<file path="config.mk">
export PLATFORM = sky130hd
export DESIGN_NAME = ram_arbiter_flat
export DESIGN_NICKNAME = d
export VERILOG_FILES = /design/src/rtl/ram_arb_pkg.sv /design/src/rtl/ram_arbiter_if.sv /design/src/rtl/ram_arb_grant.sv /design/src/rtl/ram_arbiter.sv /design/src/flat_wrapper.sv
export SDC_FILE = /design/constraint.sdc
export NUM_CORES = 1
export LEC_CHECK = 0
export ABC_CLOCK_PERIOD_IN_PS = 3600
export BUFFER_PORTS_ARGS = -buffer_cell sky130_fd_sc_hd__buf_2
export CAP_MARGIN = 40
export CORE_MARGIN = 5
export CORE_UTILIZATION = 33
export DETAILED_ROUTE_END_ITERATION = 8
export PLACE_DENSITY = 0.89
export SLEW_MARGIN = 20
export SYNTH_ARGS = -nofsm -noshare
export SYNTH_HDL_FRONTEND = slang
export SYNTH_HIERARCHICAL = 1
export SYNTH_SLANG_ARGS = --single-unit
</file>
<file path="constraint.sdc">
create_clock -name clk -period 3.6 [get_ports clk]
set_input_delay 0.18 -clock clk [delete_from_list [all_inputs] [get_ports clk]]
set_output_delay 0.18 -clock clk [all_outputs]
set_load 0.01 [all_outputs]
</file>
<file path="src/rtl/ram_arb_pkg.sv">
// Shared types and default sizing for the data-RAM arbiter.
package ram_arb_pkg;

  localparam int DEF_DW       = 16;
  localparam int DEF_AW       = 13;
  localparam int DEF_MAX_LOCK = 8;

  typedef enum logic {
    ARB    = 1'b0,
    LOCKED = 1'b1
  } arb_state_e;

  typedef logic port_idx_t;

  function automatic port_idx_t other_port(input port_idx_t p);
    return ~p;
  endfunction

endpackage

</file>
<file path="src/rtl/ram_arbiter_if.sv">
// Requester and RAM-side signal bundle for ram_arbiter.
// The arbiter takes the slave view; requesters and the RAM model take the master view.
interface ram_arbiter_if
  import ram_arb_pkg::*;
#(
  parameter int DW = DEF_DW,
  parameter int AW = DEF_AW
) ();

  logic          req0;
  logic          req1;
  logic          we0;
  logic          we1;
  logic          lock0;
  logic          lock1;
  logic [AW-1:0] addr0;
  logic [AW-1:0] addr1;
  logic [DW-1:0] wdata0;
  logic [DW-1:0] wdata1;
  logic          gnt0;
  logic          gnt1;
  logic          rvalid0;
  logic          rvalid1;
  logic [DW-1:0] rdata;
  logic          ram_we;
  logic [AW-1:0] ram_addr;
  logic [DW-1:0] ram_din;
  logic [DW-1:0] ram_dout;

  modport slave (
    input  req0, req1, we0, we1, lock0, lock1, addr0, addr1, wdata0, wdata1,
    output gnt0, gnt1, rvalid0, rvalid1, rdata,
    output ram_we, ram_addr, ram_din,
    input  ram_dout
  );

  modport master (
    output req0, req1, we0, we1, lock0, lock1, addr0, addr1, wdata0, wdata1,
    input  gnt0, gnt1, rvalid0, rvalid1, rdata,
    input  ram_we, ram_addr, ram_din,
    output ram_dout
  );

endinterface

</file>
<file path="src/rtl/ram_arb_grant.sv">
// Combinational winner select: locked owner first, otherwise priority port on contention.
module ram_arb_grant
  import ram_arb_pkg::*;
(
  input  logic [1:0] req,
  input  logic [1:0] lock,
  input  arb_state_e state,
  input  port_idx_t  owner,
  input  port_idx_t  prio,
  output logic [1:0] gnt,
  output logic       hold
);

  always_comb begin
    gnt  = 2'b00;
    hold = (state == LOCKED) && req[owner] && lock[owner];
    if (hold) begin
      gnt[owner] = 1'b1;
    end else if (&req) begin
      gnt[prio] = 1'b1;
    end else begin
      gnt = req;
    end
  end

endmodule

</file>
<file path="src/rtl/ram_arbiter.sv">
// Two-port arbiter/sequencer for a single-port 1-cycle-read RAM with bounded locked bursts.
// Build option RAM_ARB_RR_EN: round-robin priority; otherwise fixed priority to port 0.
//
//   state  | meaning
//   ARB    | no owner; grant by priority each cycle
//   LOCKED | owner holds the RAM while it keeps req&lock, up to MAX_LOCK grants
module ram_arbiter
  import ram_arb_pkg::*;
#(
  parameter int DW       = DEF_DW,
  parameter int AW       = DEF_AW,
  parameter int MAX_LOCK = DEF_MAX_LOCK
) (
  input logic          clk,
  input logic          rst,
  ram_arbiter_if.slave bus
);

  localparam int CW = $clog2(MAX_LOCK + 1);

  logic [1:0]    req_v;
  logic [1:0]    lock_v;
  logic [1:0]    we_v;
  logic [1:0]    gnt_raw;
  logic [1:0]    gnt;
  logic          hold;
  port_idx_t     win;

  arb_state_e    state_q, state_d;
  port_idx_t     owner_q, owner_d;
  port_idx_t     prio_q, prio_d;
  logic [CW-1:0] lock_cnt_q, lock_cnt_d;
  logic [1:0]    rvalid_q, rvalid_d;

  assign req_v  = {bus.req1, bus.req0};
  assign lock_v = {bus.lock1, bus.lock0};
  assign we_v   = {bus.we1, bus.we0};

  ram_arb_grant u_grant (
    .req   (req_v),
    .lock  (lock_v),
    .state (state_q),
    .owner (owner_q),
    .prio  (prio_q),
    .gnt   (gnt_raw),
    .hold  (hold)
  );

  // Grants are combinational, so they must be forced low directly while reset is asserted.
  assign gnt = rst ? gnt_raw : 2'b00;
  assign win = gnt[1];

  assign bus.gnt0    = gnt[0];
  assign bus.gnt1    = gnt[1];
  assign bus.rvalid0 = rvalid_q[0];
  assign bus.rvalid1 = rvalid_q[1];
  assign bus.rdata   = bus.ram_dout;

  always_comb begin
    bus.ram_we   = 1'b0;
    bus.ram_addr = '0;
    bus.ram_din  = '0;
    if (gnt[0]) begin
      bus.ram_we   = bus.we0;
      bus.ram_addr = bus.addr0;
      bus.ram_din  = bus.wdata0;
    end else if (gnt[1]) begin
      bus.ram_we   = bus.we1;
      bus.ram_addr = bus.addr1;
      bus.ram_din  = bus.wdata1;
    end
  end

  always_comb begin
    state_d    = state_q;
    owner_d    = owner_q;
    prio_d     = prio_q;
    lock_cnt_d = lock_cnt_q;
    rvalid_d   = gnt & ~we_v;

    if (hold) begin
      // Expiry hands the next slot to the other port even under fixed priority.
      if (lock_cnt_q == CW'(MAX_LOCK - 1)) begin
        state_d    = ARB;
        prio_d     = other_port(owner_q);
        lock_cnt_d = '0;
      end else begin
        lock_cnt_d = lock_cnt_q + CW'(1);
      end
    end else begin
      state_d    = ARB;
      lock_cnt_d = '0;
      if (|gnt) begin
`ifdef RAM_ARB_RR_EN
        prio_d = other_port(win);
`else
        prio_d = 1'b0;
`endif
        if (lock_v[win]) begin
          state_d    = LOCKED;
          owner_d    = win;
          lock_cnt_d = CW'(1);
        end
      end
    end
  end

  always_ff @(posedge clk or negedge rst) begin
    if (!rst) begin
      state_q    <= ARB;
      owner_q    <= 1'b0;
      prio_q     <= 1'b0;
      lock_cnt_q <= '0;
      rvalid_q   <= 2'b00;
    end else begin
      state_q    <= state_d;
      owner_q    <= owner_d;
      prio_q     <= prio_d;
      lock_cnt_q <= lock_cnt_d;
      rvalid_q   <= rvalid_d;
    end
  end

endmodule

</file>
<file path="src/flat_wrapper.sv">
// flat-port wrapper written by rule: the top's interface ports become plain ports
module ram_arbiter_flat import ram_arb_pkg::*;
#(
  parameter int DW       = DEF_DW,
  parameter int AW       = DEF_AW,
  parameter int MAX_LOCK = DEF_MAX_LOCK
)
  (clk, rst, bus_req0, bus_req1, bus_we0, bus_we1, bus_lock0, bus_lock1, bus_addr0, bus_addr1, bus_wdata0, bus_wdata1, bus_gnt0, bus_gnt1, bus_rvalid0, bus_rvalid1, bus_rdata, bus_ram_we, bus_ram_addr, bus_ram_din, bus_ram_dout);
  ram_arbiter_if #(.DW(DW), .AW(AW)) bus_i ();
  input logic clk;
  input logic rst;
  input wire logic [$bits(bus_i.req0)-1:0] bus_req0;
  input wire logic [$bits(bus_i.req1)-1:0] bus_req1;
  input wire logic [$bits(bus_i.we0)-1:0] bus_we0;
  input wire logic [$bits(bus_i.we1)-1:0] bus_we1;
  input wire logic [$bits(bus_i.lock0)-1:0] bus_lock0;
  input wire logic [$bits(bus_i.lock1)-1:0] bus_lock1;
  input wire logic [$bits(bus_i.addr0)-1:0] bus_addr0;
  input wire logic [$bits(bus_i.addr1)-1:0] bus_addr1;
  input wire logic [$bits(bus_i.wdata0)-1:0] bus_wdata0;
  input wire logic [$bits(bus_i.wdata1)-1:0] bus_wdata1;
  output wire logic [$bits(bus_i.gnt0)-1:0] bus_gnt0;
  output wire logic [$bits(bus_i.gnt1)-1:0] bus_gnt1;
  output wire logic [$bits(bus_i.rvalid0)-1:0] bus_rvalid0;
  output wire logic [$bits(bus_i.rvalid1)-1:0] bus_rvalid1;
  output wire logic [$bits(bus_i.rdata)-1:0] bus_rdata;
  output wire logic [$bits(bus_i.ram_we)-1:0] bus_ram_we;
  output wire logic [$bits(bus_i.ram_addr)-1:0] bus_ram_addr;
  output wire logic [$bits(bus_i.ram_din)-1:0] bus_ram_din;
  input wire logic [$bits(bus_i.ram_dout)-1:0] bus_ram_dout;
  assign bus_i.req0 = bus_req0;
  assign bus_i.req1 = bus_req1;
  assign bus_i.we0 = bus_we0;
  assign bus_i.we1 = bus_we1;
  assign bus_i.lock0 = bus_lock0;
  assign bus_i.lock1 = bus_lock1;
  assign bus_i.addr0 = bus_addr0;
  assign bus_i.addr1 = bus_addr1;
  assign bus_i.wdata0 = bus_wdata0;
  assign bus_i.wdata1 = bus_wdata1;
  assign bus_gnt0 = bus_i.gnt0;
  assign bus_gnt1 = bus_i.gnt1;
  assign bus_rvalid0 = bus_i.rvalid0;
  assign bus_rvalid1 = bus_i.rvalid1;
  assign bus_rdata = bus_i.rdata;
  assign bus_ram_we = bus_i.ram_we;
  assign bus_ram_addr = bus_i.ram_addr;
  assign bus_ram_din = bus_i.ram_din;
  assign bus_i.ram_dout = bus_ram_dout;
  ram_arbiter #(.DW(DW), .AW(AW), .MAX_LOCK(MAX_LOCK)) u_core (.clk(clk), .rst(rst), .bus(bus_i));
endmodule
</file>
# Word level (Yosys, flattened, before mapping)

Cells that the tools add are included.
Widths: inputs -> output; s select.

Register bits: 9
Output and inout bits: 50
Bits in writable memories: 0
Memories kept: 0
Latch bits: 0
ROM bits: 0

Bitwise gates (word level): 4
Equality and inequality tests: 2
Reductions and logical operators: 9
$add $sub $neg: 1
Div/mod/pow operators: 0
Order comparisons: 5
Shifts and indexed selects: 0
Multiply operators: 0
Muxes and demuxes: 30

Operators with widths:

| kind                | number |
|---|---|
| $mux 16             | 2 |
| $mux 13             | 2 |
| $mux 1              | 18 |
| $mux 4              | 3 |
| $lt 1x2->1 const B  | 3 |
| $mux 2              | 3 |
| $add 4x1->4 const B | 1 |
| $eq 4x3->1 const B  | 1 |
| $logic_and 1x1->1   | 4 |
| $reduce_and 2->1    | 2 |
| $reduce_and 3->1    | 1 |
| $and 2x2->2         | 1 |
| $demux 1 s1         | 2 |
| $ge 1x1->1 const B  | 2 |
| $ne 2x2->1 const B  | 1 |
| $not 1->1           | 2 |
| $not 2->2           | 1 |
| $reduce_bool 2->1   | 1 |
| $reduce_or 2->1     | 1 |

# Longest topological paths before layout

Gate-level depths: netlist (run 1).

Depth in word-level cells: 12
Gate-level depth with buffers: 7
Depth with buffers taken out: 7

# Hierarchy

Netlist (run 1), hierarchy kept.

By module, submodules not included:

| module        | seq. area each (um^2) | times used | cells each | area an instance (um^2) |
|---|---|---|---|---|
| ram_arbiter   | 225.2                 | 1          | 92         | 883.3 |
| ram_arb_grant | 0.0                   | 1          | 9          | 63.8 |

# Least setup slack after synthesis (run 1)

OpenSTA, ideal clock, no wires.

Kind: reg2out
Start point: register u_core.state_q
End point: output bus_ram_addr[0]
Slack: 2.055 ns
Data arrival time: 1.365 ns
Path buffers: 1
Cell stages (with the launch flop): 8
Cells stage by stage: dfrtp_1 a21boi_2 o21ai_2 o21a_1 nand2_2 inv_2 buf_6 a22o_2

Elaborated cells between the ends (all ways): 6

RTL lines:

| item                           | line                | RTL |
|---|---|---|
| from (decl)                    | ram_arbiter.sv:29   | `arb_state_e state_q, state_d;` |
| from (signal assigned)         | ram_arbiter.sv:116  | `state_q <= state_d;` |
| $logic_and 1x1->1 (2 in a row) | ram_arb_grant.sv:16 | `hold = (state == LOCKED) && req[owner] && lock[owner];` |
| $mux 2                         | ram_arb_grant.sv:17 | `if (hold) begin` |
| net u_core.gnt_raw[0]          | ram_arbiter.sv:24   | `logic [1:0] gnt_raw;` |
| $mux 2                         | ram_arbiter.sv:50   | `assign gnt = rst ? gnt_raw : 2'b00;` |
| $mux 13                        | ram_arbiter.sv:63   | `if (gnt[0]) begin` |
| to (decl)                      | flat_wrapper.sv:28  | `output wire logic [$bits(bus_i.ram_addr)-1:0] bus_ram_addr;` |

The timed path passes the listed nets, and every way through them passes these cells.

# Final worst setup path (run 1)

Start point: register u_core.state_q
End point: output bus_ram_addr[5]

Longest elaborated chain between the ends: 6

Ends and longest elaborated chain:

| item                           | line                | RTL |
|---|---|---|
| $logic_and 1x1->1 (2 in a row) | ram_arb_grant.sv:16 |  |
| $mux 2                         | ram_arb_grant.sv:17 |  |
| net u_core.gnt_raw[1]          | ram_arbiter.sv:24   |  |
| $mux 2                         | ram_arbiter.sv:50   |  |
| $mux 13                        | ram_arbiter.sv:67   | `end else if (gnt[1]) begin` |
| $mux 13                        | ram_arbiter.sv:63   |  |

The timed path passes the listed nets, and every way through them passes these cells.

==> results of run 1 <==
==> worst paths after layout <==
kind / from / cells past startpoint / end / slack, ns
min in group asynchronous: rst / 2 / u_core/lock_cnt_q[1] / 0.33
hold / removal: bus_we1 / 2 / u_core/rvalid_q[1] / 0.08
setup reg to reg: u_core/prio_q / 7 / u_core/owner_q / 1.78
hold reg to reg: u_core/lock_cnt_q[0] / 1 / u_core/lock_cnt_q[0] / 0.52
setup / recovery: u_core/state_q / 7 / bus_ram_addr[5] / 1.21
max in group asynchronous: rst / 2 / u_core/lock_cnt_q[0] / 3.06
==> critical path, stage by stage (launching register included) <==
cell and delay, ns:
dfrtp_1 0.42, a21boi_2 0.17, o21ai_2 0.07, a21oi_1 0.24
nand2_2 0.15, nor2_4 0.51, a22o_2 0.25, buf_2 0.13
==> placed cells by master, fill, tap and decap left out, drive strengths merged, types with 2 or more instances in the layout <==
cell type  netlist  routed
nand2            4       4
mux2i            2       2
a22o            30      30
nand3b           2       2
clkbuf           0       4
inv              5       5
nor2             6       6
a21boi           2       2
o21ai            3       3
and2             2       2
dfrtp            9       9
buf             22      99
nand3            3       3
a21oi            3       3
==> layer usage <==
layer	routed length (um)	vias to the layer above	track usage [%]
li1	-	524	-
met1	1190	497	18.0
met2	1840	68	29.6
met3	361	14	4.97
met4	64	0	3.90
met5	0	-	0
==> registers in the layout (all words and copies together), names as in the netlist <==
| signal | count |
|---|---|
| u_core/lock_cnt_q | 4 |
| u_core/rvalid_q | 2 |
| u_core/owner_q | 1 |
| u_core/prio_q | 1 |
| u_core/state_q | 1 |
==> layout make-up <==
class                           count  share of cell area, %
Timing Repair Buffer              100                   38.0
Tap cell                           31                   2.92
Clock buffer                        4                   1.98
Multi-Input combinational cell     65                   38.8
Inverter                            5                   1.41
Sequential cell                     9                   16.9
==> cell families after synthesis <==
group | count (synthesis) | synth area share (%)
xor gates and xnor gates | 1 | 0.925
adders and majority gates | 1 | 1.32
and+or+nand+nor | 19 | 11.4
DFF | 9 | 23.8
AOI/OAI and AO/OA | 42 | 38.7
muxes | 2 | 2.11
buffers and inverters | 27 | 21.8
==> power by group <==
| part | switching, mW | internal, mW |
|---|---|---|
| clock | 0.0357 | 0.0427 |
| sequential | 0.00373 | 0.104 |
| combinational | 0.0528 | 0.0598 |
==> timing repair <==
item | CTS | global route
hold buffers | 1 | 0
endpoints found under the hold margin | 9 | 0
endpoints found under the setup margin | 0 | 0
==> impl_summary.txt, run 1 <==
----------------------------------------------------
[Route]
  Post-DR wirelength/cell ... 16.1 um
  Wire length reported by the detailed router ... 3.46 mm
  Residual antenna-violating net count after detailed routing ... 0
  Remaining design rule violation count ... 0
  Initial drt markers ... 64
  First-pass iteration count of the detailed router ... 4
  Vias per inst ... 5.15
  Overall via count from detail_route ... 1103

[Clocking]
  Post-CTS setup buffer count ... 0
  Number of instances resized during post-cts repair ... 0
  Number of buffers added by the clock tree synthesis step ... 3
  Master cell of the clock root buffer ... clkbuf_4
  Worst-case clock buffer depth ... 2
  Clock input transition at the sequential cells of the worst setup and hold paths ... 0.06 ns
  Clock tree from TritonCTS ... built
  Worst-Skew Late Latency ... 0.26 ns
  H-tree levels ... 1
  Clock sinks ... 9

[Logic synthesis]
  Register bit count reported by yosys ... 9
  Fraction of registers with async set or reset after synthesis ... 100%
  Net count after synthesis ... 184
  Area share of the leading cell type in the synthesized netlist ... 23.8%
  Number of standard cells after synthesis ... 101
  Register area share after synthesis ... 23.8%
  Biggest area contributors in the synthesized netlist ... dfrtp_1, a22o_2, a22o_1
  Number of flops mapped to enable cells by yosys ... 0
  Number of library cell types mapped by synthesis ... 29
  Average footprint of a synthesized cell ... 9.38 um^2
  Top post-synthesis cells by count ... a22o_2, buf_4, a22o_1
  Post-synthesis cell area ... 947 um^2
  Cell type contributing the most total cell area after synthesis ... dfrtp_1
  Most used flip-flop cell after synthesis ... dfrtp_1
  Number of warnings issued by yosys ... 6

[Place]
  Gp weighted congestion ... 0.857
  Placed cell areas ... 0.00129 mm^2
  Hpwl dp ... 2.92 mm
  Worst slack, placed ... 1.51 ns
  Number of buffer cells added on primary ports ... 99
  # placed instances ... 209

[STA]
  Setup repair after global routing missed its margin ... no
  Final setup violation count ... 0
  Layout Skew ... 0.000308 ns
  Hold violation total from the final report ... 0
  Worst hold margin ... 0.0817 ns
  Number of max-slew violations in the final report ... 0
  Achievable Freq ... 419 MHz
  Final setup TNS ... 0 ns
  Post-route setup slack ... 1.21 ns
  Fin crit share ... 66.3%
  Final period demand of the worst path ... 2.39 ns
  Relative max-transition margin ... 58.7%
  Actual transition at the worst max-transition pin ... 0.619 ns

[Worst setup path]
  Startpoint types ... flip-flop
  Type of the setup path with the least slack ... reg2out
  Worst Setup End Kind ... primary output
  Arrival time at the worst endpoint ... 2.21 ns
  Data required time of the worst path ... 3.42 ns
  Critical path peak fanout ... 30

[Floorplan]
  Die outline height ... 63.6 um
  Die area ... 0.00404 mm^2
  Num ports ... 132
  Area inside the core boundary ... 0.00276 mm^2
  Die width ... 63.6 um
  Cell row count ... 19
  Initial Utilization ... 34.3%

[Run]
  Max_cap viols ... 0

[GRT]
  Leftover overflow at the end of global routing ... 0
  Maximum number of pins on one net before global-route repair ... 33
  Number of antenna violations at the first check in global routing ... 0
  Vias in the first global route ... 1053
  Overall global routing resource usage ... 16.2%
  First-pass GRT wire length ... 5.34 mm

[Outcome]
  Status ... finished, final reports clean

[Finish]
  Final net count ... 267
  Antenna cells ... 0
  Final Instance Count excl. Fillers ... 214
  Area of the multi-input gates ... 515 um^2
  Filler instances ... 262
  Final Instance Area ... 0.00133 mm^2
  Core utilization of the finished layout ... 48.2%
  Share of layout cells above drive strength 1 ... 67.8%
  Layout Area Growth over Synthesis ... 40.4%
  FF+latch area ... 225 um^2

[Power]
  Pwr Total ... 299 uW
  Worst VDD drop ... 0.000199 V
  Cell area power density ... 225 mW/mm^2
  Leakage power figure ... 0.797 nW

[Min path]
  Min-delay worst type ... in2reg

----------------------------------------------------
Power figures use the tool's default switching activity.
==> run 2, diff against run 1 <==
- ABC_CLOCK_PERIOD_IN_PS: 3600 -> 2400
- CORE_UTILIZATION: 33 -> 31
- PLACE_DENSITY: 0.89 -> 0.85
- clock period: 3.6 -> 2.4 ns (I/O delays scaled with it)
==> run 2 against run 1 <==
  * Global-route usage fell by 1.5 points
  * Non-clock buffer count up 2
  * Flip-flop and latch count unchanged
  * Sequential power grew 49%
  * Clock power rose by 53%
  * Clock-buffer cell count unchanged
  * Critical endpoint is now bus_ram_we
==> impl_summary.txt, run 2 (synthesized netlist as in run 1, its figures left out) <==
----------------------------------------------------
[Outcome]
  Status ... finished, final reports clean

[GRT]
  Overall global routing resource usage ... 14.8%
  Number of antenna violations at the first check in global routing ... 0
  Vias in the first global route ... 1030
  First-pass GRT wire length ... 4.84 mm
  Maximum number of pins on one net before global-route repair ... 33
  Leftover overflow at the end of global routing ... 0

[Worst setup path]
  Worst Setup End Kind ... primary output
  Arrival time at the worst endpoint ... 2.11 ns
  Cells on worst reg2reg path ... 7
  Critical path peak fanout ... 32
  Startpoint types ... flip-flop
  Data required time of the worst path ... 2.28 ns
  Type of the setup path with the least slack ... reg2out

[STA]
  Final period demand of the worst path ... 2.23 ns
  Fin crit share ... 92.7%
  Setup repair after global routing missed its margin ... no
  Number of max-slew violations in the final report ... 0
  Hold violation total from the final report ... 0
  Achievable Freq ... 449 MHz
  Final setup violation count ... 0
  Actual transition at the worst max-transition pin ... 0.502 ns
  Relative max-transition margin ... 66.5%
  Final setup TNS ... 0 ns
  Layout Skew ... 0.00120 ns

[Route]
  Met2 Routed Length ... 1.85 mm
  Highest routed layer ... met4
  Remaining design rule violation count ... 0
  Residual antenna-violating net count after detailed routing ... 0
  Initial drt markers ... 20
  Metal-1 WL ... 1.22 mm
  Overall via count from detail_route ... 1077
  Wire length reported by the detailed router ... 3.49 mm
  Vias per inst ... 4.94
  Routed wire length on met3 ... 402 um
  First-pass iteration count of the detailed router ... 5
  Post-DR wirelength/cell ... 16.0 um

[Finish]
  Layout Area Growth over Synthesis ... 42.3%
  Final Instance Count excl. Fillers ... 218
  Share of layout cells above drive strength 1 ... 68.1%
  Largest registers in the final layout ... u_core/lock_cnt_q: 4 flops, u_core/rvalid_q: 2 flops
  Antenna cells ... 0
  Final net count ... 269
  Flip-flop count of the largest register after layout ... 4
  Most frequent cells in the layout ... buf_2, a22o_2, a22o_1
  Most common cell after layout, fill and taps aside ... buf_2
  Register with the most flip-flops ... u_core/lock_cnt_q
  Final Instance Area ... 0.00135 mm^2

[Clocking]
  Worst-Skew Late Latency ... 0.26 ns
  Number of buffers added by the clock tree synthesis step ... 3
  Clock tree from TritonCTS ... built
  H-tree levels ... 1
  Clock sinks ... 9
  Master cell of the clock root buffer ... clkbuf_4
  Post-CTS setup buffer count ... 0
  Worst-case clock buffer depth ... 2
  Count of hold-fix buffers inserted at cts ... 1
  Number of instances resized during post-cts repair ... 0
  Clock input transition at the sequential cells of the worst setup and hold paths ... 0.06 ns

[Min path]
  Min-delay worst type ... in2reg
  Hold Path Cell Cnt ... 2

[Place]
  Placed cell areas ... 0.00131 mm^2
  Number of buffer cells added on primary ports ... 99
  Hpwl dp ... 2.97 mm
  Gp weighted congestion ... 0.803
  # placed instances ... 213

[Power]
  Worst VDD drop ... 0.000160 V
  Cell area power density ... 335 mW/mm^2
  Pwr Total ... 452 uW
  Leakage power figure ... 0.808 nW

[Floorplan]
  Die outline height ... 65.3 um
  Area inside the core boundary ... 0.00300 mm^2
  Die area ... 0.00426 mm^2
  Initial Utilization ... 31.5%
  Num ports ... 132
  Die width ... 65.3 um
  Cell row count ... 20

[Run]
  Max_cap viols ... 0

----------------------------------------------------
[run 2: cell count changes in the layout (fill, tap and decap cells not counted), sizes merged]
| cell | before | now |
|---|---|---|
| buf | 99 | 101 |
[run 2: layer usage]
metal	track usage, %	vias to the layer above
met1	13.7	479
met2	29.1	63
met5	0	-
met3	5.47	6
met4	4.92	0
li1	-	529
[run 2: critical path, stage by stage, from the launching register on]
cell	delay [ns]
dfrtp_1	0.41
a21boi_2	0.17
o21ai_2	0.13
o21a_1	0.23
nand2_2	0.10
inv_2	0.40
a22o_1	0.26
buf_2	0.15
[run 2: layout make-up]
| type | instances | area [um^2] |
|---|---|---|
| Inverter | 5 | 18.8 |
| Sequential cell | 9 | 225 |
| Tap cell | 33 | 41.3 |
| Fill cell | 301 | 1660 |
| Multi-Input combinational cell | 65 | 515 |
| Timing Repair Buffer | 102 | 520 |
| Clock buffer | 4 | 26.3 |
[run 2: worst paths after layout]
path	from	slack (ns)	end
min in group asynchronous	rst	0.26	u_core/lock_cnt_q[1]
max in group asynchronous	rst	1.93	u_core/owner_q
worst max-delay path	u_core/prio_q	0.17	bus_ram_we
worst min register to register	u_core/lock_cnt_q[0]	0.51	u_core/lock_cnt_q[0]
worst max register to register	u_core/prio_q	0.56	u_core/owner_q
worst min-delay path	bus_we1	0.02	u_core/rvalid_q[1]
[run 2: where the power goes]
group / internal, mW / switching [mW] / total, mW
Sequential: 0.156 / 0.00430 / 0.161
Combinational: 0.0908 / 0.0797 / 0.170
Clock: 0.0642 / 0.0560 / 0.120
Total: 0.311 / 0.140 / 0.452
[run 2: stage by stage]
step	setup slack [ns]	hold WS (ns)	util [%]
floorplan	0.915	-0.176	-
global placement	0.493	0.00946	43.7
detailed placement	0.478	0.0120	43.7
CTS	0.184	0.0123	44.9
global route	0.0306	0.00537	44.9
finish	0.175	0.0223	44.9
==> run 3, diff against run 2 <==
- CORE_ASPECT_RATIO: not set -> 0.75
- PLACE_DENSITY: 0.85 -> 0.88
==> run 3 against run 2 <==
  * Clock power grew 43%
  * Hold slack gained 0.032 ns
  * Sequential power is essentially flat
  * Final area grew 1.4%
  * Critical path type unchanged
  * Largest cell class is now multi-input combinational cells
  * Clock-buffer cell count shrank 1
  * Wire length shrank 9.1%
  * Cell count grew 1.8%
  * Total power grew 11%
  * Combinational power is essentially flat
  * Maximum frequency grew 4.6%
  * Core utilization grew 1.7 points
  * Clock skew is essentially flat
==> impl_summary.txt, run 3 (synthesized netlist as in run 1, its figures left out) <==
----------------------------------------------------
[Outcome]
  Status ... finished, final reports clean

[Worst setup path]
  Cells on worst reg2reg path ... 7
  Worst reg2reg endpoint ... u_core/owner_q
  Last element of the critical path ... bus_ram_addr[0]
  Type of the setup path with the least slack ... reg2out
  First element of the critical path ... u_core/prio_q
  Worst Setup End Kind ... primary output
  Arrival time at the worst endpoint ... 2.01 ns
  Startpoint types ... flip-flop
  Source of the worst register-to-register timing path ... u_core/prio_q
  Critical path peak fanout ... 32
  Data required time of the worst path ... 2.28 ns
  Minimum setup slack among reg-to-reg paths ... 0.60 ns

[Floorplan]
  Area inside the core boundary ... 0.00294 mm^2
  Die width ... 73.8 um
  Die outline height ... 57.9 um
  Die area ... 0.00427 mm^2
  Num ports ... 132
  Initial Utilization ... 32.3%
  Cell row count ... 17

[Finish]
  Filler instances ... 292
  Antenna cells ... 0
  Layout Area Growth over Synthesis ... 44.3%
  Register with the most flip-flops ... u_core/lock_cnt_q
  Final Instance Area ... 0.00137 mm^2
  Share of layout cells above drive strength 1 ... 68.5%
  Largest registers in the final layout ... u_core/lock_cnt_q: 4 flops, u_core/rvalid_q: 2 flops
  Flip-flop count of the largest register after layout ... 4
  Final net count ... 268
  Most common cell after layout, fill and taps aside ... buf_2
  Most frequent cells in the layout ... buf_2, a22o_2, a22o_1

[GRT]
  Maximum number of pins on one net before global-route repair ... 33
  Leftover overflow at the end of global routing ... 0
  Number of antenna violations at the first check in global routing ... 0
  Vias in the first global route ... 1040
  First-pass GRT wire length ... 4.63 mm
  Overall global routing resource usage ... 13.2%

[Clocking]
  Clock sinks ... 9
  Master cell of the clock root buffer ... clkbuf_8
  Post-CTS setup buffer count ... 0
  Worst-Skew Late Latency ... 0.23 ns
  Number of buffers added by the clock tree synthesis step ... 3
  Worst-case clock buffer depth ... 2
  Clock tree from TritonCTS ... built
  H-tree levels ... 1
  Clock input transition at the sequential cells of the worst setup and hold paths ... 0.04 ns

[STA]
  Setup repair after global routing missed its margin ... no
  Relative max-transition margin ... 66.3%
  Final setup TNS ... 0 ns
  Layout Skew ... 0.00112 ns
  Actual transition at the worst max-transition pin ... 0.505 ns
  Final setup violation count ... 0
  Final period demand of the worst path ... 2.13 ns
  Fin crit share ... 88.6%
  Post-route setup slack ... 0.273 ns
  Number of max-slew violations in the final report ... 0
  Hold violation total from the final report ... 0
  Achievable Freq ... 470 MHz

[Place]
  Worst slack, placed ... 0.532 ns
  Number of buffer cells added on primary ports ... 99
  Hpwl dp ... 2.71 mm
  Gp weighted congestion ... 0.807
  Placed cell areas ... 0.00131 mm^2

[Route]
  Initial drt markers ... 36
  Remaining design rule violation count ... 0
  Post-DR wirelength/cell ... 14.3 um
  First-pass iteration count of the detailed router ... 4
  Residual antenna-violating net count after detailed routing ... 0
  Vias per inst ... 4.85
  Overall via count from detail_route ... 1077
  Wire length reported by the detailed router ... 3.18 mm

[Min path]
  Min-delay worst type ... in2reg

[Run]
  Max_cap viols ... 0

[Power]
  Leakage power figure ... 0.813 nW
  Worst VDD drop ... 0.000389 V
  Cell area power density ... 366 mW/mm^2

----------------------------------------------------
## run 3: worst min-delay path by stage
stage / startpoint / end / cells after the start
after floorplan: rst / u_core/lock_cnt_q[0] / 0
after global placement: rst / u_core/lock_cnt_q[1] / 1
after detailed placement: rst / u_core/lock_cnt_q[1] / 1
after CTS: bus_we0 / u_core/rvalid_q[0] / 2
after global routing: bus_we1 / u_core/rvalid_q[1] / 2
final: bus_we0 / u_core/rvalid_q[0] / 2
## run 3: report_power, final
| group | switching, mW | internal [mW] | leakage, nW |
|---|---|---|---|
| combinational | 0.0774 | 0.0900 | 0.664 |
| sequential | 0.00486 | 0.157 | 0.123 |
| clock | 0.0577 | 0.113 | 0.0255 |
## run 3: what timing repair did
action                                 CTS  global route
endpoints found under the hold margin    9             0
gates resized for setup                  0             0
hold buffers                             1             0
## run 3: area by class of cell
class	instances	area, um^2	share of cell area, %
Inverter	5	18.8	1.37
Multi-Input combinational cell	65	515	37.7
Sequential cell	9	225	16.5
Tap cell	38	47.5	3.48
Timing Repair Buffer	101	513	37.5
Clock buffer	3	41.3	3.02
Clock inverter	1	5.00	0.366
## run 3: per-stage QoR
stage	utilization, %	hold WS, ns	cells	power [mW]
final	46.5	0.0540	222	0.500
after global routing	46.5	0.0595	222	0.533
after CTS	46.5	0.0487	222	0.509
after detailed placement	44.6	0.0102	217	0.330
after global placement	44.6	0.00673	217	0.329
after floorplan	-	-0.176	101	0.272
## run 3: routing by layer
metal	vias up	part of all wire [%]	track usage (%)
li1	529	-	-
met1	490	38	14.7
met2	50	51	24.7
met3	8	10	3.81
met4	0	0.76	2.58
met5	-	0	0
## run 3: worst max-delay path, cell delays in order, from the launching register on
cell and delay [ns]:
dfrtp_1 0.40, a21boi_2 0.17, o21ai_2 0.13, o21a_1 0.21, nand2_2 0.10, inv_2 0.40
a22o_2 0.25, buf_2 0.12
